==> src/rtl/serial_bit_tx_pkg.sv <==
// Shared types and helpers for the serial bit transmitter.
// Holds the FSM state encoding and the bit-counter width helper.
package serial_bit_tx_pkg;

  typedef enum logic [0:0] {
    StIdle  = 1'b0,
    StShift = 1'b1
  } tx_state_e;

  // Counter must hold WIDTH-1; keep at least one bit for WIDTH=2.
  function automatic int unsigned cnt_width(input int unsigned width);
    return (width > 2) ? $clog2(width) : 1;
  endfunction

endpackage

==> src/rtl/serial_bit_tx_shreg.sv <==
// Loadable, enable-gated MSB-first shift register with async active-low reset.
// Presents its MSB as the next bit to go out; zeros shift in from the bottom.
module serial_bit_tx_shreg #(
  parameter int unsigned WIDTH = 7
) (
  input  logic             clk,
  input  logic             reset,
  input  logic             load,
  input  logic             shift_en,
  input  logic [WIDTH-1:0] d,
  output logic             msb
);

  logic [WIDTH-1:0] q_q;

  always_ff @(posedge clk or negedge reset) begin
    if (!reset) begin
      q_q <= '0;
    end else if (load) begin
      q_q <= d;
    end else if (shift_en) begin
      q_q <= q_q << 1;
    end
  end

  assign msb = q_q[WIDTH-1];

endmodule

==> src/rtl/serial_bit_tx.sv <==
// Parallel-to-serial transmitter: MSB-first, one bit per clock, with
// true/complement outputs, frame qualifier, done pulse and hold override.
module serial_bit_tx
  import serial_bit_tx_pkg::*;
#(
  parameter int unsigned WIDTH      = 8,
  parameter logic        IDLE_LEVEL = 1'b0
) (
  input  logic             clk,
  input  logic             reset,
  input  logic [WIDTH-1:0] data_in,
  input  logic             load_valid,
  output logic             load_ready,
  input  logic             hold_en,
  input  logic             hold_val,
  output logic             sdo,
  output logic             sdo_n,
  output logic             frame,
  output logic             done
);

  localparam int unsigned     CntW    = cnt_width(WIDTH);
  localparam logic [CntW-1:0] LastCnt = CntW'(WIDTH - 1);

  tx_state_e       state_q, state_d;
  logic [CntW-1:0] cnt_q, cnt_d;
  logic            sdo_q, sdo_n_q, sdo_d;
  logic            frame_q, frame_d;
  logic            done_q, done_d;
  logic            ready_q, ready_d;
  logic            sh_load, sh_en, sh_next;
  logic            accept;

  // Registered readiness, gated by hold so a hold blocks accepts in the same cycle.
  assign load_ready = ready_q & ~hold_en;
  assign accept     = load_valid & load_ready;

  // Holds the bits after the MSB; the MSB goes straight to sdo on load.
  serial_bit_tx_shreg #(
    .WIDTH(WIDTH - 1)
  ) u_shreg (
    .clk     (clk),
    .reset   (reset),
    .load    (sh_load),
    .shift_en(sh_en),
    .d       (data_in[WIDTH-2:0]),
    .msb     (sh_next)
  );

  always_comb begin
    state_d = state_q;
    cnt_d   = cnt_q;
    sdo_d   = sdo_q;
    frame_d = frame_q;
    done_d  = 1'b0;
    sh_load = 1'b0;
    sh_en   = 1'b0;

    if (hold_en) begin
      // Everything frozen; the release edge simply resumes the normal sequence.
      sdo_d   = hold_val;
      frame_d = 1'b0;
    end else begin
      unique case (state_q)
        StIdle: begin
          sdo_d   = IDLE_LEVEL;
          frame_d = 1'b0;
          if (accept) begin
            state_d = StShift;
            cnt_d   = LastCnt;
            sdo_d   = data_in[WIDTH-1];
            frame_d = 1'b1;
            sh_load = 1'b1;
          end
        end
        StShift: begin
          frame_d = 1'b1;
          if (cnt_q != '0) begin
            cnt_d = cnt_q - 1'b1;
            sdo_d = sh_next;
            sh_en = 1'b1;
          end else begin
            done_d = 1'b1;
            if (accept) begin
              cnt_d   = LastCnt;
              sdo_d   = data_in[WIDTH-1];
              sh_load = 1'b1;
            end else begin
              state_d = StIdle;
              sdo_d   = IDLE_LEVEL;
              frame_d = 1'b0;
            end
          end
        end
        default: state_d = StIdle;
      endcase
    end

    // Ready in idle and during the LSB cycle, allowing gapless back-to-back words.
    ready_d = (state_d == StIdle) || (cnt_d == '0);
  end

  always_ff @(posedge clk or negedge reset) begin
    if (!reset) begin
      state_q <= StIdle;
      cnt_q   <= '0;
      sdo_q   <= IDLE_LEVEL;
      sdo_n_q <= ~IDLE_LEVEL;
      frame_q <= 1'b0;
      done_q  <= 1'b0;
      ready_q <= 1'b0;
    end else begin
      state_q <= state_d;
      cnt_q   <= cnt_d;
      sdo_q   <= sdo_d;
      sdo_n_q <= ~sdo_d;
      frame_q <= frame_d;
      done_q  <= done_d;
      ready_q <= ready_d;
    end
  end

  assign sdo   = sdo_q;
  assign sdo_n = sdo_n_q;
  assign frame = frame_q;
  assign done  = done_q;

endmodule
==> config.mk <==
export PLATFORM = sky130hd
export DESIGN_NAME = serial_bit_tx
export DESIGN_NICKNAME = d
export VERILOG_FILES = /design/src/rtl/serial_bit_tx_pkg.sv /design/src/rtl/serial_bit_tx_shreg.sv /design/src/rtl/serial_bit_tx.sv
export SDC_FILE = /design/constraint.sdc
export NUM_CORES = 1
export LEC_CHECK = 0
export CAP_MARGIN = 5
export CORE_MARGIN = 2
export CORE_UTILIZATION = 40
export CTS_CLUSTER_SIZE = 20
export DETAILED_ROUTE_END_ITERATION = 10
export GPL_TIMING_DRIVEN = 0
export PLACE_DENSITY = 0.62
export REMOVE_ABC_BUFFERS = 1
export SYNTH_ARGS = -nofsm -noshare
export SYNTH_HDL_FRONTEND = slang
export SYNTH_SLANG_ARGS = --single-unit
==> constraint.sdc <==
create_clock -name clk -period 1.77 [get_ports clk]
set_input_delay 0.354 -clock clk [delete_from_list [all_inputs] [get_ports clk]]
set_output_delay 0.354 -clock clk [all_outputs]
set_load 0.1 [all_outputs]
==> results.txt, run 1 <==
Status - completed
Die footprint - 2320 um2
Worst Path Buf+Inv - 2
Number of enable flip-flop cells after synthesis - 0
Crit-path most repeated cell - nor2_4
FF+latch count, synth - 16
Required time at the worst-slack endpoint - 1.96 ns
Nets - 111
Syn avg cell area - 10.7 um2
CP max FO - 14
Slew Limit Headroom - 0.528
Clock Skew - 0.00203 ns
Pins Over Slew Limit - 0
MaxCap Viol Count - 0
Critical path cell sequence - inv_1 > ha_1 > and2b_2 > nor2_4 > nor2_4 > inv_6 > o21ai_1 > a32o_1
Tot GR Track Use - 0.131
Global placer's final weighted congestion - 0.769
Arrival @ worst endpoint - 1.91 ns
WL/cell - 11.5 um
Setup TNS - 0 ns
DRT Pass-1 Iters - 4
Clk_lat worst skew - 0.29 ns
Yosys Warn Count - 0
Post-placement setup slack - -0.849 ns
Die width - 48.2 um
Worst Hold Class - primary input to async pin
Ports - 18
DR vias/cell - 4.88
Largest delay share family, worst path - simple AND/OR/NAND/NOR gates
CTS tree - done
Post-route minimum period - 1.72 ns
Slowest stage cell, crit path - dfrtp_1
TritonCTS Buffers - 3
Internal reg-to-reg setup slack - 0.05 ns
Max Fclk - 0.581 GHz
VDD IR max - 0.000826 V
Clock Sink Count - 16
Post-synthesis cell count - 73
Initial DRC Count - 9
WL final - 1380 um
# diodes - 0
Post-route ant nets - 0
Via count - 585
CTS Buffer Depth - 2
Die Y - 48.2 um
Pwr per Cell Area - 1610 nW/um2
Initial Utilization - 0.439
DRC - 0
Pin slew with the least headroom to its limit - 0.706 ns
CP Class - register to register
Root buf cell - clkbuf_4
FFs w/ async S/R, synth - 1.00
Commonest non-fill, non-tap cell in the layout - dfrtp_1
Vias in the first global route - 482
Layout cells sized above 1 - 0.232
H-tree depth - 1
Hpwl dp - 950 um
Post-CTS Hold Buffers - 0
Commonest non-fill, non-tap cells in the layout - dfrtp_1, clkdlybuf4s50_1, nor2_1, mux2i_1
Startpoint types - register
CTS clk-pin slew, worst paths - 0.10 ns
Number of port buffers - 17
Register area share after synthesis - 0.514
Final worst slack - 0.0490 ns
Synth cell types - 29
Initial antenna violation count - 0
Post-synth top flop - dfrtp_1
Largest net degree at the start of global routing - 17
Area growth, synth to finish - 34.4%
CP max stage delay - 0.38 ns
GR Overflow Total - 0
Lkg Pwr - 0.444 nW
Syn Std Cell Area - 782 um2
Hold Fails Final Rpt - 0
Total chip power - 1.69 mW
Row cnt - 15
Final worst-path cycle share - 0.972
Setup Viol. Count Final - 0
Worst setup EP type - register
First-pass GRT wire length - 2020 um
Core box area - 1780 um2
==> power breakdown <==
group          leakage [nW]  internal, mW  switching, mW
clock network        0.0210         0.125          0.127
registers             0.184         0.515         0.0884
logic                 0.239         0.310          0.524
total                 0.444         0.950          0.739
==> registers in the layout, summed over array words and instances (netlist names) <==
register,count
cnt_q,3
sdo,1
frame,1
done,1
state_q,1
u_shreg.q_q,7
ready_q,1
sdo_n,1
==> metal layers <==
| layer | part of all wire | track usage | up-vias |
|---|---|---|---|
| met5 | 0 | 0 | - |
| met4 | 0.017 | 0.0811 | 0 |
| met3 | 0.054 | 0.0222 | 3 |
| met2 | 0.44 | 0.211 | 21 |
| met1 | 0.49 | 0.162 | 268 |
| li1 | - | - | 293 |
==> per-stage QoR <==
| stage | hold WS (ns) | instance area, um2 | std cells | util |
|---|---|---|---|---|
| 2_1_floorplan | 0.0584 | 769 | 71 | - |
| 6_report | 0.473 | 1050 | 120 | 0.589 |
| 3_3_place_gp | 0.493 | 971 | 113 | 0.545 |
| 4_1_cts | 0.508 | 1040 | 119 | 0.581 |
| 5_1_grt | 0.538 | 1050 | 120 | 0.589 |
| 3_5_place_dp | 0.497 | 971 | 113 | 0.545 |
==> synth_stat cells, types with 2 or more instances <==
cell | n | area, um2
a21oi_2 | 3 | 26.3
nor2_1 | 8 | 30.0
inv_1 | 3 | 11.3
dfrtp_1 | 15 | 375
o21ai_1 | 3 | 15.0
ha_1 | 2 | 25.0
o21ai_0 | 3 | 15.0
nand2b_1 | 2 | 12.5
nand2_1 | 5 | 18.8
mux2i_1 | 6 | 60.1
a21oi_1 | 5 | 25.0
==> final cells by class <==
| type | instances | area, um2 |
|---|---|---|
| fill | 168 | 732 |
| sequential | 16 | 402 |
| multi-input combinational | 51 | 358 |
| timing repair buffer | 20 | 204 |
| clock buffer | 4 | 36.3 |
| tap | 25 | 31.3 |
| inverter | 4 | 20.0 |
==> worst paths after layout <==
| kind | end | start | cells past startpoint |
|---|---|---|---|
| max | ready_q | cnt_q[0] | 8 |
| min | cnt_q[2] | reset | 1 |
| max reg2reg | ready_q | cnt_q[0] | 8 |
| min reg2reg | u_shreg.q_q[0] | u_shreg.q_q[0] | 1 |
| max in group asynchronous | u_shreg.q_q[3] | reset | 1 |
| min in group clk | u_shreg.q_q[0] | u_shreg.q_q[0] | 1 |
==> repair_timing <==
item | in CTS | in global routing
resized for setup | 19 | 2
endpoints found under the setup margin | 12 | 1
pin swaps | 1 | 0
buffers inserted | 2 | 1
==> logic make-up after synthesis <==
kind of cell / synth area share
AND/OR/NAND/NOR: 0.162
AO/OA/AOI/OAI: 0.181
flip-flops: 0.514
buffers and inverters: 0.0352
multiplexers: 0.0768
adder cells (fa/ha/maj): 0.0320
No activity file was read; power rests on OpenSTA's default activity.
==> run 2: changes to the inputs <==
--- a/config.mk
+++ b/config.mk
@@ -13,6 +13,7 @@
 export GPL_TIMING_DRIVEN = 0
 export PLACE_DENSITY = 0.62
 export REMOVE_ABC_BUFFERS = 1
+export SKIP_LAST_GASP = 1
 export SYNTH_ARGS = -nofsm -noshare
 export SYNTH_HDL_FRONTEND = slang
 export SYNTH_SLANG_ARGS = --single-unit
==> results of run 2 <==
Final layout, timing and power as in run 1 (identical DEF).
==> run 3: changes to the inputs <==
--- a/config.mk
+++ b/config.mk
@@ -5,6 +5,7 @@
 export SDC_FILE = /design/constraint.sdc
 export NUM_CORES = 1
 export LEC_CHECK = 0
+export ABC_AREA = 1
 export CAP_MARGIN = 5
 export CORE_MARGIN = 2
 export CORE_UTILIZATION = 40
@@ -16,4 +17,6 @@
 export SKIP_LAST_GASP = 1
 export SYNTH_ARGS = -nofsm -noshare
 export SYNTH_HDL_FRONTEND = slang
+export SYNTH_HIERARCHICAL = 1
 export SYNTH_SLANG_ARGS = --single-unit
+export TNS_END_PERCENT = 1
==> run 3 against run 2 <==
  * The flow now finishes with violations (setup timing)
  * Clock skew up 0.0049 ns
  * Count of clock-buffer cells in the layout unchanged
  * First-iteration DRC count rose by 11%
  * Sequential power shrank 7.5%
  * Highest routed layer unchanged
  * Maximum frequency shrank 3.8%
==> results.txt, run 3 <==
Status - finished with violations
Failing checks - setup timing
Post-route minimum period - 1.79 ns (+0.0677 ns)
Worst Hold Class - primary input to async pin
Max Fclk - 0.559 GHz (-3.8%)
CTS tree - done
Layout cells sized above 1 - 0.181 (-0.0505)
RSZ-0062 raised after global routing - true
DR vias/cell - 4.68 (-4.0%)
# diodes - 0 (unchanged)
Post-synth top flop - dfrtp_1
CP Class - register to output port
Worst setup EP type - output port
Clock Sink Count - 16 (unchanged)
R2R Path End - u_shreg/q_q[2]
Syn Std Cell Area - 802 um2 (+2.6%)
Initial antenna violation count - 0 (unchanged)
Row cnt - 16 (+1)
Final worst-path cycle share - 1.01 (+0.0382)
Global placer's final weighted congestion - 0.758 (-1.4%)
Initial DRC Count - 10 (+1)
Core box area - 1920 um2 (+7.8%)
Pin slew with the least headroom to its limit - 0.948 ns (+0.242 ns)
FFs w/ async S/R, synth - 1.00 (unchanged)
VDD IR max - 0.000589 V (-29%)
H-tree depth - 1 (unchanged)
Pins Over Slew Limit - 0 (unchanged)
CP max stage delay - 0.81 ns (+0.43 ns)
Die Y - 48.8 um (+1.2%)
TritonCTS Buffers - 3 (unchanged)
Worst Path Buf+Inv - 1 (-1)
DRT Pass-1 Iters - 4 (unchanged)
FF-to-FF Start - cnt_q[0]
Number of enable flip-flop cells after synthesis - 0 (unchanged)
Top flop regs - u_shreg/q_q (7), cnt_q (3)
Commonest cells in the netlist - nand2_1, nand3_1, dfrtp_1
Slew Limit Headroom - 0.370 (-0.157)
Hold Fails Final Rpt - 0 (unchanged)
Commonest non-fill, non-tap cells in the layout - nand2_1, nand3_1, dfrtp_1, clkdlybuf4s50_1, inv_1
Clock Skew - 0.00690 ns (+0.00487 ns)
Area growth, synth to finish - 27.1%
WL final - 1440 um (+4.1%)
CTS clk-pin slew, worst paths - 0.09 ns (about the same)
GR Overflow Total - 0 (unchanged)
Nets - 132 (+19%)
Area share of the largest cell type after synthesis - 0.468 (-0.0120)
Yosys Warn Count - 6 (+6)
Critical path cell sequence - clkdlybuf4s15_1
Reg area - 402 um2 (unchanged)
Root buf cell - clkbuf_4
Clk_lat worst skew - 0.29 ns (about the same)
FF+latch count, synth - 16 (unchanged)
Most frequent cell after synthesis - nand2_1
Number of port buffers - 17 (unchanged)
Setup Viol. Count Final - 2 (+2)
Synth cell types - 18 (-38%)
CTS Buffer Depth - 2 (unchanged)
Syn avg cell area - 8.35 um2 (-22%)
Critical path depth in cells - 1 (-7)
Dominant cell type by area after synthesis - dfrtp_1
Largest delay share family, worst path - buffers and inverters
Commonest non-fill, non-tap cell in the layout - nand2_1
Max reg flops - 7 (unchanged)
First-pass GRT wire length - 2570 um (+27%)
Fillers - 201 (+20%)
Via count - 669 (+14%)
CP max FO - 1 (-13)
Die width - 48.8 um (+1.2%)
WL/cell - 10.1 um (-13%)
Required time at the worst-slack endpoint - 1.42 ns (-0.54 ns)
Post-CTS Hold Buffers - 0 (unchanged)
Worst setup path start - frame
Internal reg-to-reg setup slack - 0.12 ns (+0.07 ns)
Largest net degree at the start of global routing - 17 (unchanged)
Area of the multi-input gates - 344 um2 (-3.8%)
Arrival @ worst endpoint - 1.43 ns (-0.48 ns)
Ports - 18 (unchanged)
Final Cell Area - 1020 um2 (-3.0%)
Slowest stage cell, crit path - clkdlybuf4s15_1
Post-route ant nets - 0 (unchanged)
Vias in the first global route - 605 (+26%)
Setup crit end - frame
Lkg Pwr - 0.510 nW (+15%)
R2r worst-path depth - 7 (-1)
Final worst slack - -0.0187 ns (-0.0677 ns)
Die footprint - 2380 um2 (+2.3%)
Post-synthesis cell count - 96 (+32%)
Register area share after synthesis - 0.501 (-0.0128)
Synth top area cells - dfrtp_1, nand2_1, nand3_1
Initial Utilization - 0.417 (-0.0213)
Startpoint types - register
Tot GR Track Use - 0.142 (+0.0116)
Hpwl dp - 1060 um (+12%)
MaxCap Viol Count - 0 (unchanged)
Pwr per Cell Area - 1320 nW/um2 (-18%)
Area after DPL - 995 um2 (+2.4%)
DRC - 0 (unchanged)
Total chip power - 1.35 mW (-20%)
Top register by number of flip-flops - u_shreg/q_q
## run 3: per-layer routing
layer | global-route usage | share of wire | routed length (um) | up-vias
li1 | - | - | - | 341
met1 | 0.173 | 0.46 | 661 | 303
met2 | 0.228 | 0.46 | 658 | 22
met3 | 0.0337 | 0.062 | 89 | 3
met4 | 0.0857 | 0.022 | 31 | 0
met5 | 0 | 0 | 0 | -
## run 3: power breakdown
part / leakage (nW) / switching [mW] / internal, mW
combinational: 0.299 / 0.408 / 0.182
clock: 0.0150 / 0.114 / 0.0877
sequential: 0.196 / 0.0705 / 0.488
total: 0.510 / 0.593 / 0.757
## run 3: how the worst min path moves through the flow
| stage | start | endpoint | slack (ns) | cells past startpoint |
|---|---|---|---|---|
| final | reset | done | 0.48 | 1 |
| after global routing | u_shreg/q_q[4] | u_shreg/q_q[4] | 0.52 | 2 |
| after CTS | u_shreg/q_q[0] | u_shreg/q_q[0] | 0.49 | 2 |
| after detailed placement | u_shreg/q_q[0] | u_shreg/q_q[0] | 0.46 | 2 |
| after global placement | u_shreg/q_q[0] | u_shreg/q_q[0] | 0.46 | 2 |
| after floorplan | reset | cnt_q[0] | 0.06 | 0 |
## run 3: metrics by stage
step	hold slack (ns)	setup slack, ns	TNS [ns]	cells	util
after floorplan	0.0584	-0.219	-0.219	95	-
after global placement	0.459	-0.652	-3.25	139	0.518
after detailed placement	0.465	-0.657	-3.10	139	0.518
after CTS	0.488	-0.0859	-0.305	143	0.531
after global routing	0.516	-0.0743	-0.234	143	0.531
final	0.479	-0.0187	-0.0353	143	0.531
## run 3: layout make-up
| class | instances | share of cell area |
|---|---|---|
| Sequential cell | 16 | 0.394 |
| Multi-Input combinational cell | 65 | 0.337 |
| Timing Repair Buffer | 17 | 0.158 |
| Inverter | 14 | 0.0515 |
| Tap cell | 27 | 0.0331 |
| Clock buffer | 4 | 0.0258 |
## run 3: timing repair
item / 4_1_cts / 5_1_grt
setup endpoints to repair: 6 / 13
setup buffers: 0 / 0
gates resized for setup: 9 / 7
endpoints found under the hold margin: 0 / 0
## run 3: logic make-up after synthesis
| kind of cell | count (synthesis) | synth area share |
|---|---|---|
| simple gates | 59 | 0.351 |
| buf+inv | 15 | 0.0796 |
| compound gates | 4 | 0.0374 |
| fa+ha+maj | 2 | 0.0312 |
| flops | 16 | 0.501 |
